File: src/rtl/lut_interp_err_sweep_if.sv
// Purpose : groups the sweep-engine signals (control, interpolator/reference taps, statistics).
// Latency : n/a (wiring only); the engine's timing is documented in lut_interp_err_sweep.
// Backpr. : none; start/abort are level requests sampled by the engine, results are held.
// Ports   : master = controller/testbench side, slave = sweep engine side.
interface lut_interp_err_sweep_if;
  logic        start;
  logic        abort;
  logic [7:0]  sweep_x;
  logic [7:0]  interp_y;
  logic [7:0]  ref_y;
  logic        busy;
  logic        done;
  logic        aborted;
  logic [7:0]  max_err;
  logic [7:0]  max_err_x;
  logic [15:0] sum_err;
  logic [8:0]  mismatch_cnt;

  modport master (
    output start, abort, interp_y, ref_y,
    input  sweep_x, busy, done, aborted, max_err, max_err_x, sum_err, mismatch_cnt
  );

  modport slave (
    input  start, abort, interp_y, ref_y,
    output sweep_x, busy, done, aborted, max_err, max_err_x, sum_err, mismatch_cnt
  );
endinterface

File: src/rtl/lut_interp_err_sweep.sv
// Purpose : sweeps codes 0..255 through the LUT interpolator and accumulates error stats vs the reference table.
// Latency : done pulses 258 cycles after the start edge; one code issued per cycle, one pair accumulated per cycle.
// Backpr. : none; start ignored while busy, abort ends a sweep early (stats keep partial values).
// Ports   : clk, rst_n (async active-low); bus (slave): start/abort in, sweep_x out, interp_y (comb) and
//           ref_y (1-cycle sync read) in, busy/done/aborted/max_err/max_err_x/sum_err/mismatch_cnt out.
module lut_interp_err_sweep (
  input  logic                  clk,
  input  logic                  rst_n,
  lut_interp_err_sweep_if.slave bus
);

  typedef enum logic [1:0] {IDLE, SWEEP, DRAIN} state_t;

  state_t      state;
  logic [7:0]  x_r;
  logic        busy_r;
  logic        done_r;
  logic        aborted_r;
  logic [7:0]  max_err_r;
  logic [7:0]  max_err_x_r;
  logic [15:0] sum_err_r;
  logic [8:0]  mismatch_r;

  // Capture stage: interpolator result for the code issued last cycle,
  // waiting for the reference memory's 1-cycle read of the same code.
  logic [7:0]  y_q;
  logic [7:0]  x_q;
  logic        v_q;

  logic [8:0]  diff;
  logic [8:0]  ndiff;
  logic [7:0]  e;
  logic        abort_now;
  logic        acc_en;

  // 9-bit difference so the sign is explicit; magnitude never wraps.
  always_comb begin
    diff  = {1'b0, bus.ref_y} - {1'b0, y_q};
    ndiff = 9'd0 - diff;
    e     = diff[8] ? ndiff[7:0] : diff[7:0];
  end

  // An abort discards the pair that would otherwise be accumulated this cycle.
  assign abort_now = (state == SWEEP) && bus.abort;
  assign acc_en    = v_q && !abort_now;

  always_ff @(posedge clk or negedge rst_n) begin
    if (!rst_n) begin
      state       <= IDLE;
      x_r         <= 8'd0;
      busy_r      <= 1'b0;
      done_r      <= 1'b0;
      aborted_r   <= 1'b0;
      max_err_r   <= 8'd0;
      max_err_x_r <= 8'd0;
      sum_err_r   <= 16'd0;
      mismatch_r  <= 9'd0;
      y_q         <= 8'd0;
      x_q         <= 8'd0;
      v_q         <= 1'b0;
    end else begin
      done_r <= 1'b0;

      // Only SWEEP issues codes, so only SWEEP fills the capture stage.
      v_q <= 1'b0;
      if (state == SWEEP && !bus.abort) begin
        y_q <= bus.interp_y;
        x_q <= x_r;
        v_q <= 1'b1;
      end

      if (acc_en) begin
        sum_err_r  <= sum_err_r + {8'd0, e};
        mismatch_r <= mismatch_r + {8'd0, (e != 8'd0)};
        // Strictly greater: ties keep the earliest (lowest) code.
        if (e > max_err_r) begin
          max_err_r   <= e;
          max_err_x_r <= x_q;
        end
      end

      case (state)
        IDLE: begin
          if (bus.start) begin
            state       <= SWEEP;
            busy_r      <= 1'b1;
            aborted_r   <= 1'b0;
            x_r         <= 8'd0;
            max_err_r   <= 8'd0;
            max_err_x_r <= 8'd0;
            sum_err_r   <= 16'd0;
            mismatch_r  <= 9'd0;
          end
        end
        SWEEP: begin
          if (bus.abort) begin
            state     <= IDLE;
            busy_r    <= 1'b0;
            aborted_r <= 1'b1;
            x_r       <= 8'd0;
          end else if (x_r == 8'd255) begin
            // Hold at 255 rather than wrapping into a second pass.
            state <= DRAIN;
          end else begin
            x_r <= x_r + 8'd1;
          end
        end
        DRAIN: begin
          // Last pair (code 255) is accumulated this cycle; abort no longer matters.
          state  <= IDLE;
          busy_r <= 1'b0;
          done_r <= 1'b1;
          x_r    <= 8'd0;
        end
        default: begin
          state  <= IDLE;
          busy_r <= 1'b0;
          x_r    <= 8'd0;
        end
      endcase
    end
  end

  assign bus.sweep_x      = x_r;
  assign bus.busy         = busy_r;
  assign bus.done         = done_r;
  assign bus.aborted      = aborted_r;
  assign bus.max_err      = max_err_r;
  assign bus.max_err_x    = max_err_x_r;
  assign bus.sum_err      = sum_err_r;
  assign bus.mismatch_cnt = mismatch_r;

endmodule

File: src/flat_wrapper.sv
// flat-port wrapper written by rule: the top's interface ports become plain ports
module lut_interp_err_sweep_flat 
  (clk, rst_n, bus_start, bus_abort, bus_interp_y, bus_ref_y, bus_sweep_x, bus_busy, bus_done, bus_aborted, bus_max_err, bus_max_err_x, bus_sum_err, bus_mismatch_cnt);
  lut_interp_err_sweep_if bus_i ();
  input  logic clk;
  input  logic rst_n;
  input wire logic [$bits(bus_i.start)-1:0] bus_start;
  input wire logic [$bits(bus_i.abort)-1:0] bus_abort;
  input wire logic [$bits(bus_i.interp_y)-1:0] bus_interp_y;
  input wire logic [$bits(bus_i.ref_y)-1:0] bus_ref_y;
  output wire logic [$bits(bus_i.sweep_x)-1:0] bus_sweep_x;
  output wire logic [$bits(bus_i.busy)-1:0] bus_busy;
  output wire logic [$bits(bus_i.done)-1:0] bus_done;
  output wire logic [$bits(bus_i.aborted)-1:0] bus_aborted;
  output wire logic [$bits(bus_i.max_err)-1:0] bus_max_err;
  output wire logic [$bits(bus_i.max_err_x)-1:0] bus_max_err_x;
  output wire logic [$bits(bus_i.sum_err)-1:0] bus_sum_err;
  output wire logic [$bits(bus_i.mismatch_cnt)-1:0] bus_mismatch_cnt;
  assign bus_i.start = bus_start;
  assign bus_i.abort = bus_abort;
  assign bus_i.interp_y = bus_interp_y;
  assign bus_i.ref_y = bus_ref_y;
  assign bus_sweep_x = bus_i.sweep_x;
  assign bus_busy = bus_i.busy;
  assign bus_done = bus_i.done;
  assign bus_aborted = bus_i.aborted;
  assign bus_max_err = bus_i.max_err;
  assign bus_max_err_x = bus_i.max_err_x;
  assign bus_sum_err = bus_i.sum_err;
  assign bus_mismatch_cnt = bus_i.mismatch_cnt;
  lut_interp_err_sweep u_core (.clk(clk), .rst_n(rst_n), .bus(bus_i));
endmodule
File: config.mk
export PLATFORM = sky130hd
export DESIGN_NAME = lut_interp_err_sweep_flat
export DESIGN_NICKNAME = d
export VERILOG_FILES = /design/src/rtl/lut_interp_err_sweep_if.sv /design/src/rtl/lut_interp_err_sweep.sv /design/src/flat_wrapper.sv
export SDC_FILE = /design/constraint.sdc
export NUM_CORES = 1
export LEC_CHECK = 0
export BUFFER_PORTS_ARGS = -buffer_cell sky130_fd_sc_hd__buf_2
export CAP_MARGIN = 10
export CORE_UTILIZATION = 51
export DETAILED_ROUTE_END_ITERATION = 7
export GPL_TIMING_DRIVEN = 0
export PLACE_DENSITY = 0.77
export SYNTH_ARGS = -nofsm -noshare
export SYNTH_HDL_FRONTEND = slang
export SYNTH_SLANG_ARGS = --single-unit
File: constraint.sdc
create_clock -name clk -period 4.1 [get_ports clk]
set_clock_uncertainty 0.15 [all_clocks]
set_input_delay 1.025 -clock clk [delete_from_list [all_inputs] [get_ports clk]]
set_output_delay 1.025 -clock clk [all_outputs]
set_load 0.02 [all_outputs]
==> results by group <==
Cells and area
  • Share of cells above drive strength 1: 33.2%
  • Nets: 600
  • Post-layout util: 69.7%
  • ANT cells: 0
  • Cell area after layout: 5470 um^2
  • Layout area overhead: 30.6%

STA
  • Fin worst setup slack: -404 ps
  • Setup-failing EPs final: 32
  • RSZ-0062 raised after global routing: true
  • Setup TNS: -9740 ps
  • Min Tclk post-route: 4500 ps
  • Final Hold Viols: 0
  • Slew HR: 41.1%
  • Crit share post-route: 110%
  • Max frequency: 222 MHz
  • Actual slew at the worst max-slew pin: 883 ps
  • Fin. max-slew vios: 0

Die
  • IO Count: 72
  • CORE AREA: 7850 um^2
  • Initial Utilization: 53.4%
  • Die Y: 92.6 um
  • Die area: 8580 um^2
  • # rows: 32
  • Die Wd: 92.6 um

Synthesis
  • Synth Register Bits: 71
  • Post-synthesis sequential area ratio: 42.4%
  • Mapped Nets: 495
  • Top_reg_cell synth: dfrtp_1
  • Ranking of synthesized cells by area: dfrtp_1 42%, ha_1 8.4%, nand2_1 7.0%
  • Post-synth top cells: 78 x nand2_1, 71 x dfrtp_1, 35 x nor2_1
  • Netlist cell types: 52
  • Leading area contributor after synthesis: dfrtp_1
  • Count leader, synth: nand2_1
  • Yosys warns: 0
  • Mapped cell area: 4190 um^2
  • Mapped Cells: 445
  • Post-synth EDFFs: 0
  • Share of synthesized registers carrying an async set or reset: 100%
  • Synth top area share: 42.4%
  • Avg Cell Area, Syn: 9.41 um^2

Worst setup path
  • Slowest CP cell: or4_4
  • Startpoint types: input port
  • Worst Path Max Fanout: 4
  • Worst path required time: 4180 ps
  • Critical path arrival: 4580 ps
  • Crit. End Element: flip-flop
  • Critical setup path kind: in2reg
  • Most used cell, CP: ha_4
  • Cells along the critical path: buf_8 -> inv_12 -> ha_4 -> inv_2 -> fa_2 -> a211oi_4 -> o31ai_4 -> xor2_2 -> or4_4 -> o21ai_4 -> xnor2_2 -> buf_4 -> or4_4 -> ha_4 -> ha_4 -> and3_4 -> nand4_1 -> xor2_1 -> nor2_1
  • WP buf/inv: 4
  • CP delay by family, top: simple AND/OR/NAND/NOR gates
  • Slowest cell delay on critical path: 550 ps

Global route
  • Number of global-route vias before repair: 3486
  • Global Route met3 Usage: 3.61%
  • Global route total overflow: 0
  • GR met2 Demand/Resource: 41.0%
  • Initial antenna violation count: 0
  • Gr busiest metal: met2
  • First-pass GRT wire length: 16.3 mm
  • Grt met1 use: 31.6%
  • Largest net degree at the start of global routing: 72
  • Tot GR Track Use: 24.3%

Status
  • Outcome: finished with violations
  • Failing checks: negative setup slack

Routing
  • Drt wl/cell: 16.3 um
  • WL final: 10.7 mm
  • DRT Pass-1 Iters: 4
  • DRC viols: 0
  • Via density: 5.55
  • Detailed Route Iter0 Violations: 147
  • Antenna viol nets, final: 0
  • Routed vias: 3649

Power
  • Max IR drop VDD: 338 uV
  • Pwr dens: 706 nW/um^2
  • Leakage: 2.59 nW

CTS
  • H-tree level count: 3
  • TritonCTS buffer count: 9
  • Clock tree root buffer cell: clkbuf_8
  • Deepest clock path buffer count: 2
  • Clk Latency, worst-skew pair: 360 ps
  • CTS tree: done
  • Clk pin slew, worst setup/hold paths: 90 ps
  • CTS Sinks: 71

Place
  • Area after detailed placement: 4740 um^2
  • GPL Wtd Cong: 0.834
  • Post-Place Setup Slack: -1160 ps
  • IO Port Bufs: 71
  • HPWL after DPL: 6.85 mm

Hold path
  • Hold Crit Class: reg2reg

Flow run
  • Max-Cap Viols: 0
cells in the final DEF, fill, tap and decap left out, types with 11 or more instances in the layout:
cell type / instances
xor2_1: 14
a21oi_1: 17
dfrtp_1: 71
nand2_1: 72
mux2i_1: 16
buf_2: 69
nor2_1: 33
o21ai_0: 16
buf_4: 16
inv_1: 26
clkbuf_1: 11
ha_1: 20
area by class of cell:
type | instances | area, um^2
multi-input cells | 331 | 2550
flip-flops and latches | 71 | 1780
repair buffers | 94 | 596
clock buffers | 9 | 124
plain buffers | 13 | 63.8
well taps | 102 | 128
inverters | 30 | 125
clock inverters | 7 | 104
fillers | 615 | 2380
repair_timing:
item	CTS	global route
resized for setup	12	50
hold buffers	0	0
gates cloned	1	0
setup endpoints to repair	36	36
pin swaps	18	25
setup buffers	11	11
worst paths after layout:
kind | start | endpoint | slack, ps | cells after the start
min reg2reg | u_core.x_q[7]$_DFFE_PN0P_ | u_core.x_q[7]$_DFFE_PN0P_ | 360 | 1
min | u_core.x_q[7]$_DFFE_PN0P_ | u_core.x_q[7]$_DFFE_PN0P_ | 360 | 1
min in group asynchronous | rst_n | u_core.bus.max_err[1]$_DFF_PN0_ | 620 | 1
max | bus_ref_y[0] | u_core.bus.mismatch_cnt[6]$_DFF_PN0_ | -400 | 19
max reg2reg | u_core.y_q[0]$_DFFE_PN0P_ | u_core.bus.mismatch_cnt[6]$_DFF_PN0_ | -10 | 17
max in group asynchronous | rst_n | u_core.bus.max_err[6]$_DFF_PN0_ | 2590 | 1
power by group:
| part | switching [mW] | internal, mW | total, mW |
|---|---|---|---|
| Combinational | 1.27 | 1.03 | 2.30 |
| Sequential | 0.106 | 0.802 | 0.908 |
| Clock | 0.302 | 0.351 | 0.653 |
metal layers:
metal / share of wire (%) / vias up
li1: - / 1719
met1: 44 / 1786
met2: 49 / 118
met3: 4.5 / 26
met4: 2.3 / 0
met5: 0 / -
kinds of logic (layout without fill, tap and decap cells):
group                    after synthesis  after routing  synth area share (%)
AND/OR/NAND/NOR                      164            164                  17.9
AO/OA/AOI/OAI                         80             80                  12.9
flip-flops                            71             71                  42.4
buffers and inverters                 43            153                  4.15
XOR/XNOR                              32             32                  7.05
adder cells (fa/ha/maj)               30             30                  9.32
multiplexers                          25             25                  6.24
metrics by stage:
step	total power [mW]	cells	hold WS (ps)
finish	3.86	657	364
global route	4.11	657	383
CTS	3.38	646	365
detailed placement	2.54	618	346
global placement	2.45	618	341
floorplan	2.16	445	331
registers in the layout (all words and copies together) (netlist names), 2 cells and up:
name	flops
u_core.bus.max_err_x	8
u_core.bus.max_err	8
u_core.x_q	8
u_core.bus.sum_err	16
u_core.y_q	8
u_core.state	2
u_core.bus.mismatch_cnt	9
u_core.bus.sweep_x	8
Power figures use the tool's default switching activity.
